[config.mk]
export PLATFORM = sky130hd
export DESIGN_NAME = mem_port_arbiter
export DESIGN_NICKNAME = d
export VERILOG_FILES = /design/src/rtl/mem_port_arbiter.sv
export SDC_FILE = /design/constraint.sdc
export NUM_CORES = 1
export LEC_CHECK = 0
export BUFFER_PORTS_ARGS = -buffer_cell sky130_fd_sc_hd__buf_2
export CAP_MARGIN = 40
export CORE_MARGIN = 3
export CORE_UTILIZATION = 38
export DETAILED_ROUTE_END_ITERATION = 16
export GPL_TIMING_DRIVEN = 0
export PLACE_DENSITY_LB_ADDON = 0.25
export RECOVER_POWER = 25
export SKIP_LAST_GASP = 1
export SYNTH_ARGS = -nofsm -noshare
export SYNTH_HDL_FRONTEND = slang
export SYNTH_SLANG_ARGS = --single-unit
[constraint.sdc]
create_clock -name clk -period 2.3 [get_ports clk]
set_input_delay 0.345 -clock clk [delete_from_list [all_inputs] [get_ports clk]]
set_output_delay 0.345 -clock clk [all_outputs]
set_load 0.1 [all_outputs]
[src/rtl/mem_port_arbiter.sv]
// Two-port round-robin arbiter for the single memory port.
//   Port 0 is the mips core, port 1 is the program loader / debug DMA.
//   A granted requester may hold the port with pN_lock for up to MAX_HOLD
//   consecutive cycles while the other port waits (forever if the other is idle).
//   Read tags {valid, port} travel alongside the RD_LAT memory latency so each
//   read-valid returns to the port that issued it.
// Ports:
//   clk, rst                    clock, synchronous active-high reset
//   pN_req/we/lock/adr/wdata    requester N access request and payload
//   pN_gnt                      combinational grant (access issued this cycle)
//   pN_rvalid                   read data valid for port N, qualifies rdata
//   rdata                       memory read data, passed through
//   mem_re/we/adr/wdata         memory command driven from the winner
//   mem_rdata                   memory read data, RD_LAT cycles after mem_re
module mem_port_arbiter #(
    parameter int unsigned WIDTH    = 8,
    parameter int unsigned RD_LAT   = 1,
    parameter int unsigned MAX_HOLD = 4
) (
    input  logic             clk,
    input  logic             rst,
    input  logic             p0_req,
    input  logic             p0_we,
    input  logic             p0_lock,
    input  logic [WIDTH-1:0] p0_adr,
    input  logic [WIDTH-1:0] p0_wdata,
    output logic             p0_gnt,
    output logic             p0_rvalid,
    input  logic             p1_req,
    input  logic             p1_we,
    input  logic             p1_lock,
    input  logic [WIDTH-1:0] p1_adr,
    input  logic [WIDTH-1:0] p1_wdata,
    output logic             p1_gnt,
    output logic             p1_rvalid,
    output logic [WIDTH-1:0] rdata,
    output logic             mem_re,
    output logic             mem_we,
    output logic [WIDTH-1:0] mem_adr,
    output logic [WIDTH-1:0] mem_wdata,
    input  logic [WIDTH-1:0] mem_rdata
);

    localparam logic [3:0] HOLD_SAT = 4'd15;
    localparam logic [3:0] HOLD_LIM = 4'(MAX_HOLD);

    logic              last_gnt_valid;
    logic              last_port;
    logic [3:0]        hold_cnt;
    logic [RD_LAT-1:0] tag_valid;
    logic [RD_LAT-1:0] tag_port;

    logic last_req;
    logic last_lock;
    logic other_req;
    logic lock_keep;
    logic win_valid;
    logic win_port;
    logic win_we;

    // Winner selection: lock first, then round-robin on contention.
    always_comb begin
        last_req  = last_port ? p1_req : p0_req;
        last_lock = last_port ? p1_lock : p0_lock;
        other_req = last_port ? p0_req : p1_req;
        lock_keep = last_gnt_valid && last_req && last_lock &&
                    ((hold_cnt < HOLD_LIM) || !other_req);
        win_valid = 1'b0;
        win_port  = 1'b0;
        if (!rst) begin
            if (lock_keep) begin
                win_valid = 1'b1;
                win_port  = last_port;
            end else if (p0_req && p1_req) begin
                win_valid = 1'b1;
                win_port  = ~last_port;
            end else if (p0_req) begin
                win_valid = 1'b1;
                win_port  = 1'b0;
            end else if (p1_req) begin
                win_valid = 1'b1;
                win_port  = 1'b1;
            end
        end
        win_we = win_port ? p1_we : p0_we;
    end

    // Grant and memory command mux; everything idles to zero with no winner.
    always_comb begin
        p0_gnt    = win_valid & ~win_port;
        p1_gnt    = win_valid & win_port;
        mem_re    = 1'b0;
        mem_we    = 1'b0;
        mem_adr   = '0;
        mem_wdata = '0;
        if (win_valid) begin
            mem_re    = ~win_we;
            mem_we    = win_we;
            mem_adr   = win_port ? p1_adr : p0_adr;
            mem_wdata = win_port ? p1_wdata : p0_wdata;
        end
    end

    always_ff @(posedge clk) begin
        if (rst) begin
            last_gnt_valid <= 1'b0;
            last_port      <= 1'b1;
            hold_cnt       <= 4'd0;
            tag_valid      <= '0;
            tag_port       <= '0;
        end else begin
            last_gnt_valid <= win_valid;
            if (win_valid) begin
                last_port <= win_port;
            end
            if (!win_valid) begin
                hold_cnt <= 4'd0;
            end else if (!last_gnt_valid || (win_port != last_port)) begin
                hold_cnt <= 4'd1;
            end else if (hold_cnt != HOLD_SAT) begin
                hold_cnt <= hold_cnt + 4'd1;
            end
            tag_valid[0] <= win_valid & ~win_we;
            tag_port[0]  <= win_port;
            for (int unsigned i = 1; i < RD_LAT; i++) begin
                tag_valid[i] <= tag_valid[i-1];
                tag_port[i]  <= tag_port[i-1];
            end
        end
    end

    // The last tag stage lines up with mem_rdata; masked while rst is high so a
    // read issued just before reset never reports valid.
    assign p0_rvalid = ~rst & tag_valid[RD_LAT-1] & ~tag_port[RD_LAT-1];
    assign p1_rvalid = ~rst & tag_valid[RD_LAT-1] & tag_port[RD_LAT-1];
    assign rdata     = mem_rdata;

endmodule

=== Yosys cells after proc, flatten, opt, wreduce, memory -nomap -nowiden ===
Index checks and enable logic that the tools add are counted.

* Register bits after elaboration: 8
* Bits of input ports: 48

* Bitwise gates (word level): 12
* Equality and inequality tests: 2
* Magnitude comparators: 1
* Reductions and logical operators: 11
* $add $sub $neg: 1
* Mux-type cells: 21

{| class="wikitable"
|+ Operators by type and width
! kind !! count
|-
| $mux W8 || 4
|-
| $mux W1 || 17
|-
| $and A1 B1 Y1 || 6
|-
| $not A1 Y1 || 6
|-
| $add A4 B1 Y4 const B || 1
|-
| $logic_and A1 B1 Y1 || 4
|-
| $lt A4 B3 Y1 const B || 1
|-
| $ne A4 B4 Y1 const B || 1
|-
| $reduce_or A3 Y1 || 1
|-
| $logic_not A1 Y1 || 2
|-
| $logic_or A1 B1 Y1 || 2
|-
| $reduce_bool A2 Y1 || 1
|-
| $reduce_or A2 Y1 || 1
|-
| $ne A1 B1 Y1 || 1
|}

=== Depth between registers and ports, before layout ===
* Depth after elaboration: 9
* Depth in mapped cells: 4
* Gate-level depth less buffers: 4

=== Worst setup path before layout ===
Ideal clock, no wire load.

* Path kind: input to output
* Start: input port rst
* End: output port p0_rvalid
* Cell stages on the path: 1
* Buffers on the path: 0
* Arrival time: 2557 ps
* Slack: -602 ps
* Cells stage by stage: nor3b_1

* Longest elaborated chain between the ends: 3

{| class="wikitable"
|+ RTL lines
! item !! RTL line !! source
|-
| from (decl) || 21 || <nowiki>input logic rst,</nowiki>
|-
| $not A1 Y1 || 134 || <nowiki>assign p0_rvalid = ~rst & tag_valid[RD_LAT-1] & ~tag_port[RD_LAT-1];</nowiki>
|-
| $and A1 B1 Y1 (2 in series) || 134 ||
|-
| to (decl) || 28 || <nowiki>output logic p0_rvalid,</nowiki>
|}

Every way passes these cells.

=== Worst setup path after layout ===
* Start: register hold_cnt[2]
* End: output port mem_adr[0]

* Longest elaborated chain between the ends: 7

{| class="wikitable"
|+ RTL lines
! item !! RTL line !! source
|-
| from (decl) || 49 || <nowiki>logic [3:0] hold_cnt;</nowiki>
|-
| from (signal assigned) || 121 || <nowiki>hold_cnt <= hold_cnt + 4'd1;</nowiki>
|-
| $lt A4 B3 Y1 * || 67 || <nowiki>((hold_cnt < HOLD_LIM) || !other_req);</nowiki>
|-
| $logic_or A1 B1 Y1 * || 67 ||
|-
| $logic_and A1 B1 Y1 * || 66 || <nowiki>lock_keep = last_gnt_valid && last_req && last_lock &&</nowiki>
|-
| $mux W1 || 71 || <nowiki>if (lock_keep) begin</nowiki>
|-
| $mux W1 || 70 || <nowiki>if (!rst) begin</nowiki>
|-
| $mux W8 || 99 || <nowiki>mem_adr = win_port ? p1_adr : p0_adr;</nowiki>
|-
| $mux W8 * || 96 || <nowiki>if (win_valid) begin</nowiki>
|-
| to (decl) || 39 || <nowiki>output logic [WIDTH-1:0] mem_adr,</nowiki>
|}

Mark *: on every way between the ends. The rest lies on a longest branch, timed or not.

==> impl_results.md <==
- Die height: 51.0 µm
- Pin count of the biggest net entering global routing: 11
- Layout cells sized above 1: 0.605
- Final net count: 203
- TritonCTS Buffers: 3
- Sink Count: 8
- Worst-path maximum fanout: 10
- DP HPWL: 1840 µm
- Library cells used by synthesis: 30
- Final slew viol count: 0
- Post_cts resized: 18
- Syn avg cell area: 9.60 µm²
- Crit start category: flip-flop
- Remaining DRCs: 0
- CTS max path bufs: 2
- Syn_nets: 129
- Die W: 51.0 µm
- Leak: 0.620 nW
- CTS tree: done
- Routed vias: 920
- Status: finished clean
- # IOs: 78
- WP data arrival: 1.85 ns
- Skew-Pair Late Insertion Delay: 0.26 ns
- Final setup fails: 0
- Fin crit share: 0.953
- Initial Util: 0.422
- Clk slew on worst S/H paths: 0.06 ns
- Vias per cell: 5.20
- Synthesis Warnings: 0
- CTS H-tree lvls: 1
- Final Hold Fails: 0
- Diode count: 0
- Post-Syn Area: 768 µm²
- Full die area: 2600 µm²
- Routed Antenna Nets: 0
- P&R area growth vs syn: 60.1%
- Worst EP required: 1.96 ns
- Avg WL per Cell: 13.1 µm
- Routability congestion estimate: 0.653
- Highest clock rate: 456 MHz
- Initial antenna violation count: 0
- Drt initial violations: 8
- Reg2Reg Setup Slack: 0.87 ns
- Rel. slew slack: 0.223
- Postcts setup bufs: 0
- All-Layer GR Usage: 0.173
- Setup_tns: 0 ns
- DRT Wirelength: 2310 µm
- Post-Synthesis Cells: 80
- Total Power: 0.692 mW
- Synth Register Bits: 8
- Total of max-cap violations: 0
- Vias in the first global route: 868
- Global-route congestion overflow total: 0
- Pre-antenna DRT Iters: 4
- Worst Skew: 0.00678 ns
- Sequential element share of the synthesized area: 0.208
- RSZ-0062 raised after global routing: no
- Core Rows: 15
- PortBufs: 69
- Critical path endpoint category: primary output
- Worst Tran Pin Value: 1.17 ns
- Worst Hold Class: primary input to flip-flop
- Pwr dens: 562 nW/µm²
- Max VDD drop: 0.382 mV
- Root Buffer: clkbuf_4
- Crit path kind: flip-flop to primary output
- Tmin final: 2.19 ns
- Core ar.: 1820 µm²
- Hold-fix buffers, CTS: 0
- Wire length of the first global-routing pass: 3570 µm
==> path summary, 6_finish.rpt <==
kind | end | from | depth (start not counted)
max reg2reg | tag_valid$_SDFF_PP0_ | hold_cnt[2]$_SDFFE_PP0P_ | 4
min reg2reg | hold_cnt[1]$_SDFFE_PP0P_ | hold_cnt[1]$_SDFFE_PP0P_ | 2
max | mem_adr[0] | hold_cnt[2]$_SDFFE_PP0P_ | 5
min | last_gnt_valid$_SDFF_PP0_ | rst | 2
==> report_power, final <==
| part | switching (mW) | total [mW] | leakage [nW] | internal [mW] |
|---|---|---|---|---|
| logic | 0.313 | 0.427 | 0.540 | 0.115 |
| clock network | 0.0524 | 0.112 | 0.0138 | 0.0600 |
| registers | 0.00646 | 0.152 | 0.0664 | 0.145 |
==> logic make-up (layout without fill, tap and decap cells) <==
| logic type | after synthesis | count (layout) | share of synthesized area |
|---|---|---|---|
| xor gates and xnor gates | 1 | 1 | 0.0114 |
| DFF | 8 | 8 | 0.208 |
| adders and majority gates | 1 | 1 | 0.0163 |
| and+or+nand+nor | 25 | 25 | 0.238 |
| AOI/OAI and AO/OA | 28 | 28 | 0.349 |
| muxes | 2 | 2 | 0.0261 |
| buffers and inverters | 15 | 87 | 0.151 |
==> routing by layer <==
metal | GRT usage | share of wire | vias to the layer above
met5 | 0 | 0 | -
met4 | 0.0673 | 0.0095 | 0
met3 | 0.0350 | 0.12 | 4
met2 | 0.307 | 0.47 | 69
met1 | 0.202 | 0.39 | 398
li1 | - | - | 449
==> registers in the layout (all words and copies together), names as in the netlist <==
register	cells
tag_port	1
last_gnt_valid	1
last_port	1
tag_valid	1
hold_cnt	4
==> cells in the final DEF, fill, tap and decap left out, drive strengths merged <==
cell type   n
nand2b      5
xor2        1
o21ai       2
nand3       2
o221a       2
nand3b      1
a221oi      1
nor3        3
nand2       1
nor3b       1
inv         3
and2        1
and3        2
o31a        1
nor2        3
buf        72
ha          1
nor4bb      1
dfxtp       8
clkbuf     12
mux2i       2
nor2b       2
a22o       19
nand4bb     2
a22oi       1
a311o       1
o211ai      1
and4bb      1
==> synthesized netlist by cell type <==
library cell	number	area (µm²)
nand4bb_4	1	27.5
buf_6	4	45.0
nor2_1	3	11.3
nor2b_1	2	12.5
o211ai_1	1	7.51
nand3b_1	1	7.51
and3_1	2	12.5
buf_4	8	60.1
nand4bb_1	1	11.3
nor3_1	3	15.0
xor2_1	1	8.76
a22o_1	19	166
nand2_1	1	3.75
a22oi_1	1	7.51
and2_1	1	6.26
inv_1	3	11.3
and4bb_4	1	16.3
o221a_4	1	20.0
nor3b_1	1	7.51
dfxtp_1	8	160
ha_1	1	12.5
nor4bb_1	1	10.0
nand2b_1	5	31.3
nand3_1	2	10.0
o21ai_0	2	10.0
o221a_2	1	11.3
o31a_1	1	8.76
a221oi_4	1	26.3
a311o_1	1	10.0
mux2i_1	2	20.0
==> critical path: stages, from the launching register on <==
cell,delay (ns)
dfxtp_1,0.43
and4bb_4,0.26
a221oi_4,0.30
buf_6,0.18
a22o_1,0.13
buf_4,0.28
==> per-stage QoR <==
stage,instances,hold slack [ns],setup WS [ns],instance area (µm²),utilization
after detailed placement,174,0.547,0.207,1160,0.638
after CTS,177,0.344,0.0478,1230,0.675
final,177,0.365,0.109,1230,0.676
after global placement,174,0.527,0.233,1160,0.638
after global routing,177,0.358,0.0145,1230,0.676
after floorplan,80,0.429,0.0992,785,-
==> final cells by class <==
type                            count  area (µm²)
Tap cell                           25        31.3
Inverter                            3        11.3
Sequential cell                     8         161
Timing Repair Buffer               69         390
Multi-Input combinational cell     57         508
Fill cell                         139         591
Buffer                             12         105
Clock buffer                        3        22.5
Note: power is estimated with default switching activity, not from simulation.
